File: src/rtl/pipe_hold_ctrl_pkg.sv
// Shared types for the pipeline hazard controller: hold codes, address bus,
// controller state encoding and the per-stage hold bundle.
package pipe_hold_ctrl_pkg;

    localparam int INST_ADDR_W = 32;

    typedef logic [INST_ADDR_W-1:0] inst_addr_bus;

    typedef enum logic [1:0] {
        HOLD_NONE  = 2'd0,
        HOLD_WAIT  = 2'd1,
        HOLD_FLUSH = 2'd2
    } holdpip_bus;

    typedef enum logic [1:0] {
        ST_IDLE      = 2'd0,
        ST_MDU_WAIT  = 2'd1,
        ST_IRQ_ENTER = 2'd2
    } ctrl_state_e;

    // Fields ordered front to back: PC, IF/ID, ID/EX, EX/MEM.
    typedef struct packed {
        holdpip_bus pc;
        holdpip_bus ifid;
        holdpip_bus idex;
        holdpip_bus exmem;
    } hold_set_t;

    localparam hold_set_t HS_RUN      = '{pc: HOLD_NONE, ifid: HOLD_NONE,  idex: HOLD_NONE,  exmem: HOLD_NONE};
    localparam hold_set_t HS_STALL    = '{pc: HOLD_WAIT, ifid: HOLD_WAIT,  idex: HOLD_WAIT,  exmem: HOLD_WAIT};
    localparam hold_set_t HS_MDU      = '{pc: HOLD_WAIT, ifid: HOLD_WAIT,  idex: HOLD_WAIT,  exmem: HOLD_FLUSH};
    localparam hold_set_t HS_DRAIN    = '{pc: HOLD_WAIT, ifid: HOLD_WAIT,  idex: HOLD_FLUSH, exmem: HOLD_NONE};
    localparam hold_set_t HS_REDIRECT = '{pc: HOLD_NONE, ifid: HOLD_FLUSH, idex: HOLD_FLUSH, exmem: HOLD_NONE};

endpackage

File: src/rtl/pipe_hold_ctrl_timeout_cnt.sv
// Counts consecutive bus-wait cycles; one registered error pulse the cycle
// after the count reaches BUS_TIMEOUT, then the count restarts from zero.
module hold_timeout_cnt #(
    parameter int BUS_TIMEOUT = 255
) (
    input  logic clk,
    input  logic rst_n,
    input  logic bus_wait,
    output logic bus_err
);

    localparam int TW = $clog2(BUS_TIMEOUT + 1);

    logic [TW-1:0] wait_cnt;
    logic          hit;

    assign hit = (wait_cnt == TW'(BUS_TIMEOUT));

    always_ff @(posedge clk) begin
        if (!rst_n) begin
            wait_cnt <= '0;
            bus_err  <= 1'b0;
        end else begin
            bus_err <= hit;
            if (!bus_wait || hit) begin
                wait_cnt <= '0;
            end else begin
                wait_cnt <= wait_cnt + TW'(1);
            end
        end
    end

endmodule

File: src/rtl/pipe_hold_ctrl.sv
// Fixed-priority hazard controller: per-stage hold codes, PC redirects,
// interrupt entry sequencing and a saturating stall-cycle counter.
module pipe_hold_ctrl
    import pipe_hold_ctrl_pkg::*;
#(
    parameter int BUS_TIMEOUT = 255,
    parameter int CNT_W       = 32
) (
    input  logic             clk,
    input  logic             rst_n,
    input  logic             jump_req_i,
    input  inst_addr_bus     jump_addr_i,
    input  logic             load_use_i,
    input  logic             mdu_start_i,
    input  logic             mdu_done_i,
    input  logic             bus_wait_i,
    input  logic             irq_req_i,
    input  inst_addr_bus     irq_addr_i,
    output holdpip_bus       hold_pc_o,
    output holdpip_bus       hold_ifid_o,
    output holdpip_bus       hold_idex_o,
    output holdpip_bus       hold_exmem_o,
    output logic             redirect_en_o,
    output inst_addr_bus     redirect_addr_o,
    output logic             irq_ack_o,
    output logic             bus_err_o,
    output logic [CNT_W-1:0] stall_cnt_o
);

    ctrl_state_e  state;
    ctrl_state_e  state_nxt;
    logic         irq_pend;
    inst_addr_bus irq_addr_q;
    hold_set_t    hs;
    logic         any_wait;

    always_comb begin
        // NOTE: every signal written here gets a default first, so no branch can infer a latch.
        state_nxt       = state;
        hs              = HS_RUN;
        redirect_en_o   = 1'b0;
        redirect_addr_o = '0;
        irq_ack_o       = 1'b0;
        unique case (state)
            ST_IDLE: begin
                if (bus_wait_i) begin
                    hs = HS_STALL;
                end else if (jump_req_i) begin
                    hs              = HS_REDIRECT;
                    redirect_en_o   = 1'b1;
                    redirect_addr_o = jump_addr_i;
                end else if (mdu_start_i && !mdu_done_i) begin
                    hs        = HS_MDU;
                    state_nxt = ST_MDU_WAIT;
                end else if (irq_pend) begin
                    hs        = HS_DRAIN;
                    state_nxt = ST_IRQ_ENTER;
                end else if (load_use_i) begin
                    hs = HS_DRAIN;
                end
            end
            ST_MDU_WAIT: begin
                if (bus_wait_i) begin
                    hs = HS_STALL;
                end else if (!mdu_done_i) begin
                    hs = HS_MDU;
                end else begin
                    state_nxt = ST_IDLE;
                end
            end
            ST_IRQ_ENTER: begin
                if (bus_wait_i) begin
                    hs = HS_STALL;
                end else begin
                    hs              = HS_REDIRECT;
                    redirect_en_o   = 1'b1;
                    redirect_addr_o = irq_addr_q;
                    // An entry interrupted by reset is abandoned, so it must not acknowledge.
                    irq_ack_o       = rst_n;
                    state_nxt       = ST_IDLE;
                end
            end
            default: state_nxt = ST_IDLE;
        endcase
    end

    assign hold_pc_o    = hs.pc;
    assign hold_ifid_o  = hs.ifid;
    assign hold_idex_o  = hs.idex;
    assign hold_exmem_o = hs.exmem;

    assign any_wait = (hs.pc == HOLD_WAIT) || (hs.ifid == HOLD_WAIT) ||
                      (hs.idex == HOLD_WAIT) || (hs.exmem == HOLD_WAIT);

    always_ff @(posedge clk) begin
        // NOTE: non-blocking assignments so every register samples pre-edge values.
        if (!rst_n) begin
            state       <= ST_IDLE;
            irq_pend    <= 1'b0;
            irq_addr_q  <= '0;
            stall_cnt_o <= '0;
        end else begin
            state <= state_nxt;
            if (irq_ack_o) begin
                irq_pend <= 1'b0;
            end else if (irq_req_i && !irq_pend) begin
                irq_pend   <= 1'b1;
                irq_addr_q <= irq_addr_i;
            end
            if (any_wait && (stall_cnt_o != '1)) begin
                stall_cnt_o <= stall_cnt_o + CNT_W'(1);
            end
        end
    end

    hold_timeout_cnt #(
        .BUS_TIMEOUT(BUS_TIMEOUT)
    ) u_timeout (
        .clk     (clk),
        .rst_n   (rst_n),
        .bus_wait(bus_wait_i),
        .bus_err (bus_err_o)
    );

endmodule

File: config.mk
export PLATFORM = sky130hd
export DESIGN_NAME = pipe_hold_ctrl
export DESIGN_NICKNAME = d
export VERILOG_FILES = /design/src/rtl/pipe_hold_ctrl_pkg.sv /design/src/rtl/pipe_hold_ctrl_timeout_cnt.sv /design/src/rtl/pipe_hold_ctrl.sv
export SDC_FILE = /design/constraint.sdc
export NUM_CORES = 1
export LEC_CHECK = 0
export ABC_AREA = 1
export CAP_MARGIN = 20
export CORE_MARGIN = 1
export CORE_UTILIZATION = 42
export DETAILED_ROUTE_END_ITERATION = 10
export HOLD_SLACK_MARGIN = 0.03
export PLACE_DENSITY = 0.75
export REMOVE_ABC_BUFFERS = 1
export SKIP_LAST_GASP = 1
export SLEW_MARGIN = 40
export SYNTH_ARGS = -nofsm -noshare
export SYNTH_HDL_FRONTEND = slang
export SYNTH_SLANG_ARGS = --single-unit
File: constraint.sdc
create_clock -name clk -period 1.78 [get_ports clk]
set_clock_uncertainty 0.2 [all_clocks]
set_input_delay 0.267 -clock clk [delete_from_list [all_inputs] [get_ports clk]]
set_output_delay 0.267 -clock clk [all_outputs]
set_load 0.01 [all_outputs]
==> results.md <==
- Final WL: 17000 um
- Setup crit end kind: flip-flop
- Switching power share of the total: 0.290
- Synth area leader: sky130_fd_sc_hd__dfxtp_1
- Status: complete, but fails checks
- RSZ-0062 raised after global routing: yes
- Hpwl dp: 9980 um
- Synth cell types: 31
- TritonCTS clock tree: built
- Setup-failing EPs final: 104
- Parity-gate share of the synthesized area counting xor and xnor cells: 0.0287
- Multiplexer fraction of the synthesized cell area: 0
- Reg-to-reg critical path endpoint: irq_addr_q[16]$_SDFFE_PN0P_
- Source of the critical timing path: state[0]$_SDFFE_PN0P_
- Wire length of the first global-routing pass: 24800 um
- Clock tree root driver cell: sky130_fd_sc_hd__clkbuf_8
- Overall overflow remaining after global route: 0
- Power density over the cells: 591 nW/um2
- Area of the die: 10600 um2
- Maximum root-to-sink buffer count: 2
- Count of port buffers added during placement: 145
- Violated checks: negative setup slack
- Number of storage elements in the synthesis netlist: 76
- Share of the clock period used by the worst path: 1.15
- CTS buffer count: 9
- Insertion delay to the later sink of the worst-skew pair: 0.35 ns
- Vias after detailed routing: 5583
- Worst R2R Start: state[0]$_SDFFE_PN0P_
- Fraction of the core area covered by cells at the end of the flow: 0.771
- Number of nets in the layout: 1002
- Final critical delay including setup and external delays: 2.04 ns
- Area Overhead vs Synth: 77.0%
- Synthesized instance count: 696
- Die Width: 103 um
- Remaining antenna violation count: 0
- Via count of the first global-routing pass: 5432
- P_leak: 3.51 nW
- Maximum capacitance violations: 0
- Worst hold-check path type: flip-flop to flip-flop
- Boundary pin count: 147
- Largest net degree at the start of global routing: 37
- Data arrival time of the critical path: 2.08 ns
- H-tree depth: 3
- Initial antenna violation count: 0
- Critical-path maximum fanout: 8
- Switch Pwr: 1.30 mW
- Hold bufs inserted after CTS: 0
- Count of unresolved DRC violations after routing: 0
- Data required time at the worst endpoint: 1.82 ns
- Yosys warning count: 0
- Instance area at placement: 6270 um2
- All-layer global routing usage: 0.306
- Part of the total power dissipated in combinational logic: 0.238
- Clock share of power: 0.349
- Path depth of the worst reg2reg path: 14
- Leading cell types by total area after synthesis: sky130_fd_sc_hd__dfxtp_1 (36%), sky130_fd_sc_hd__nand2_1 (18%), sky130_fd_sc_hd__nor2_1 (12%)
- Vertical die dimension: 103 um
- Layout cells sized above 1: 0.338
- CTS sink cnt: 76
- Simple-gate share of the synthesized area: 0.373
- Flip-flop cell with the highest count after synthesis: sky130_fd_sc_hd__dfxtp_1
- Initial standard-cell utilization of the core: 0.435
- Core box area: 9820 um2
- DRT Pass-1 Iters: 5
- Max transition margin: 0.649
- Most numerous cell in the Yosys netlist: sky130_fd_sc_hd__nand2_1
- Compound-Gate Fraction of Synth Area: 0.130
- Fraction of registers with async set/reset: 0
- Sort of element at the start of the critical path: flip-flop
- Row count: 36
- Proportion of netlist area held by the largest area contributor: 0.356
- Number of synthesized flops with an enable pin: 0
- Fmax: 490 MHz
- Flop2flop setup slack: -0.26 ns
- Gp weighted congestion: 0.919
- Post-DR wirelength/cell: 15.9 um
- Internal power of the cells: 3.17 mW
- Critical path destination: irq_addr_q[16]$_SDFFE_PN0P_
- Final instance area: 7570 um2
- Arithmetic-cell share of the synthesized area counting full adders, half adders and majority gates: 0.00585
- Combinational family with the most area after synthesis: simple AND/OR/NAND/NOR gates
- Post-synthesis instance area: 4280 um2
- Largest voltage drop on the vdd net: 0.000414 V
- Final worst slack: -0.259 ns
- Transition time at the pin with the least slew margin: 0.527 ns
- First DRT Iteration DRCs: 277
- Proportion of power drawn by flip-flops and latches: 0.413
- Syn_area_per_cell: 6.14 um2
- Per-cell via count in the routed design: 5.24
- Max-slew violations: 0
- Final number of hold-violating endpoints: 0
- Final antenna diode count: 0
- Cell types with the highest counts after synthesis: sky130_fd_sc_hd__nand2_1 (202), sky130_fd_sc_hd__nor2_1 (133), sky130_fd_sc_hd__dfxtp_1 (76)
- Crit Path Category: flip-flop to flip-flop
- Clk pin slew, worst setup/hold paths: 0.09 ns
- Register area share after synthesis: 0.356
## through the flow
stage                     TNS (ns)  power (mW)  instances  hold WS (ns)  worst slack [ns]
after detailed placement    -51.81        2.56       1011         0.243            -0.618
final                       -16.56        4.47       1066         0.251            -0.259
after global placement      -47.37        2.55       1011         0.229            -0.578
after global routing        -23.88        4.64       1066         0.284            -0.319
after CTS                   -16.98        4.36       1059         0.257            -0.238
after floorplan             -32.14        2.11        667         0.189            -0.467
## worst min path at each step
stage                                           startpoint                          endpoint  slack, ns  cells past startpoint
after global placement    u_timeout.wait_cnt[0]$_SDFF_PP0_  u_timeout.wait_cnt[0]$_SDFF_PP0_       0.23                      1
after detailed placement  u_timeout.wait_cnt[0]$_SDFF_PP0_  u_timeout.wait_cnt[0]$_SDFF_PP0_       0.24                      1
final                     u_timeout.wait_cnt[0]$_SDFF_PP0_  u_timeout.wait_cnt[0]$_SDFF_PP0_       0.25                      1
after CTS                 u_timeout.wait_cnt[0]$_SDFF_PP0_  u_timeout.wait_cnt[0]$_SDFF_PP0_       0.26                      1
after global routing      u_timeout.wait_cnt[0]$_SDFF_PP0_  u_timeout.wait_cnt[0]$_SDFF_PP0_       0.28                      1
after floorplan                                      rst_n      stall_cnt_o[20]$_SDFFE_PN0P_       0.19                      2
## logic make-up (layout without fill, tap and decap cells)
family	Yosys count	after routing
simple gates	393	393
compound gates	106	106
buf+inv	104	341
flops	76	76
xor+xnor	14	14
fa+ha+maj	2	2
other cells	1	1
## layout by cell type (no fill, tap or decap), types with 3 or more instances in the layout
cell type	count
sky130_fd_sc_hd__nor3b_1	4
sky130_fd_sc_hd__nand2_4	28
sky130_fd_sc_hd__clkbuf_8	10
sky130_fd_sc_hd__inv_12	3
sky130_fd_sc_hd__buf_16	7
sky130_fd_sc_hd__dfxtp_2	10
sky130_fd_sc_hd__buf_4	66
sky130_fd_sc_hd__nand3_1	36
sky130_fd_sc_hd__o21ai_1	37
sky130_fd_sc_hd__nor2_1	100
sky130_fd_sc_hd__dlygate4sd2_1	31
sky130_fd_sc_hd__nand2_1	148
sky130_fd_sc_hd__nand2_2	29
sky130_fd_sc_hd__dfxtp_1	64
sky130_fd_sc_hd__clkbuf_16	4
sky130_fd_sc_hd__inv_1	65
sky130_fd_sc_hd__nor2_2	29
sky130_fd_sc_hd__o21ai_2	8
sky130_fd_sc_hd__buf_2	39
sky130_fd_sc_hd__nand4_1	3
sky130_fd_sc_hd__inv_6	3
sky130_fd_sc_hd__dlymetal6s2s_1	3
sky130_fd_sc_hd__o21ai_0	23
sky130_fd_sc_hd__xnor2_1	6
sky130_fd_sc_hd__a21oi_1	13
sky130_fd_sc_hd__buf_6	14
sky130_fd_sc_hd__nor2_4	10
sky130_fd_sc_hd__xor2_1	8
sky130_fd_sc_hd__buf_12	12
sky130_fd_sc_hd__a21oi_2	21
sky130_fd_sc_hd__inv_2	4
sky130_fd_sc_hd__clkdlybuf4s50_1	70
## registers in the layout, indices dropped and copies added (netlist names)
signal / cells
irq_addr_q: 32
stall_cnt_o: 32
u_timeout.wait_cnt: 8
state: 2
irq_pend: 1
u_timeout.bus_err: 1
## metal layers
metal  routed length, um  GRT usage  vias to the layer above  share of wire
met5                   0          0                        -              0
met4                 782      0.179                        0          0.046
met3                1340     0.0786                       80          0.079
met2                8480      0.539                      295           0.50
met1                6380      0.332                     2570           0.38
li1                    -          -                     2638              -
## timing repair
item / in CTS / in global routing
gates resized for setup: 358 / 102
pin swaps: 27 / 34
buffers inserted: 19 / 5
cloned: 13 / 5
hold endpoints to repair: 0 / 0
setup endpoints to repair: 136 / 117
## cell type report
type | instances | area, um2
Clock buffer | 10 | 138
Inverter | 75 | 315
Timing Repair Buffer | 247 | 2420
Tap cell | 133 | 166
Sequential cell | 76 | 1540
Fill cell | 718 | 2250
Clock inverter | 6 | 93.8
Multi-Input combinational cell | 516 | 2840
Timing Repair inverter | 3 | 48.8
## power by group through the flow
stage / logic (mW) / registers (mW) / clock network, mW
2_1_floorplan: 0.262 / 1.85 / 0
3_3_place_gp: 0.688 / 1.86 / 0
3_5_place_dp: 0.705 / 1.86 / 0
4_1_cts: 0.958 / 1.83 / 1.57
5_1_grt: 1.13 / 1.86 / 1.65
6_report: 1.06 / 1.85 / 1.56
## worst max-delay path, stage by stage, from the launching register on
cell                      delay [ns]
sky130_fd_sc_hd__dfxtp_2        0.35
sky130_fd_sc_hd__inv_4          0.08
sky130_fd_sc_hd__nand2_4        0.05
sky130_fd_sc_hd__nor2_4         0.12
sky130_fd_sc_hd__buf_4          0.14
sky130_fd_sc_hd__buf_12         0.14
sky130_fd_sc_hd__inv_6          0.04
sky130_fd_sc_hd__nor2_4         0.13
sky130_fd_sc_hd__nor2_4         0.05
sky130_fd_sc_hd__nand2_4        0.13
sky130_fd_sc_hd__inv_8          0.08
sky130_fd_sc_hd__buf_12         0.13
sky130_fd_sc_hd__buf_6          0.11
sky130_fd_sc_hd__nor2_1         0.12
sky130_fd_sc_hd__nor2_1         0.07
Note: power is estimated with default switching activity, not from simulation.
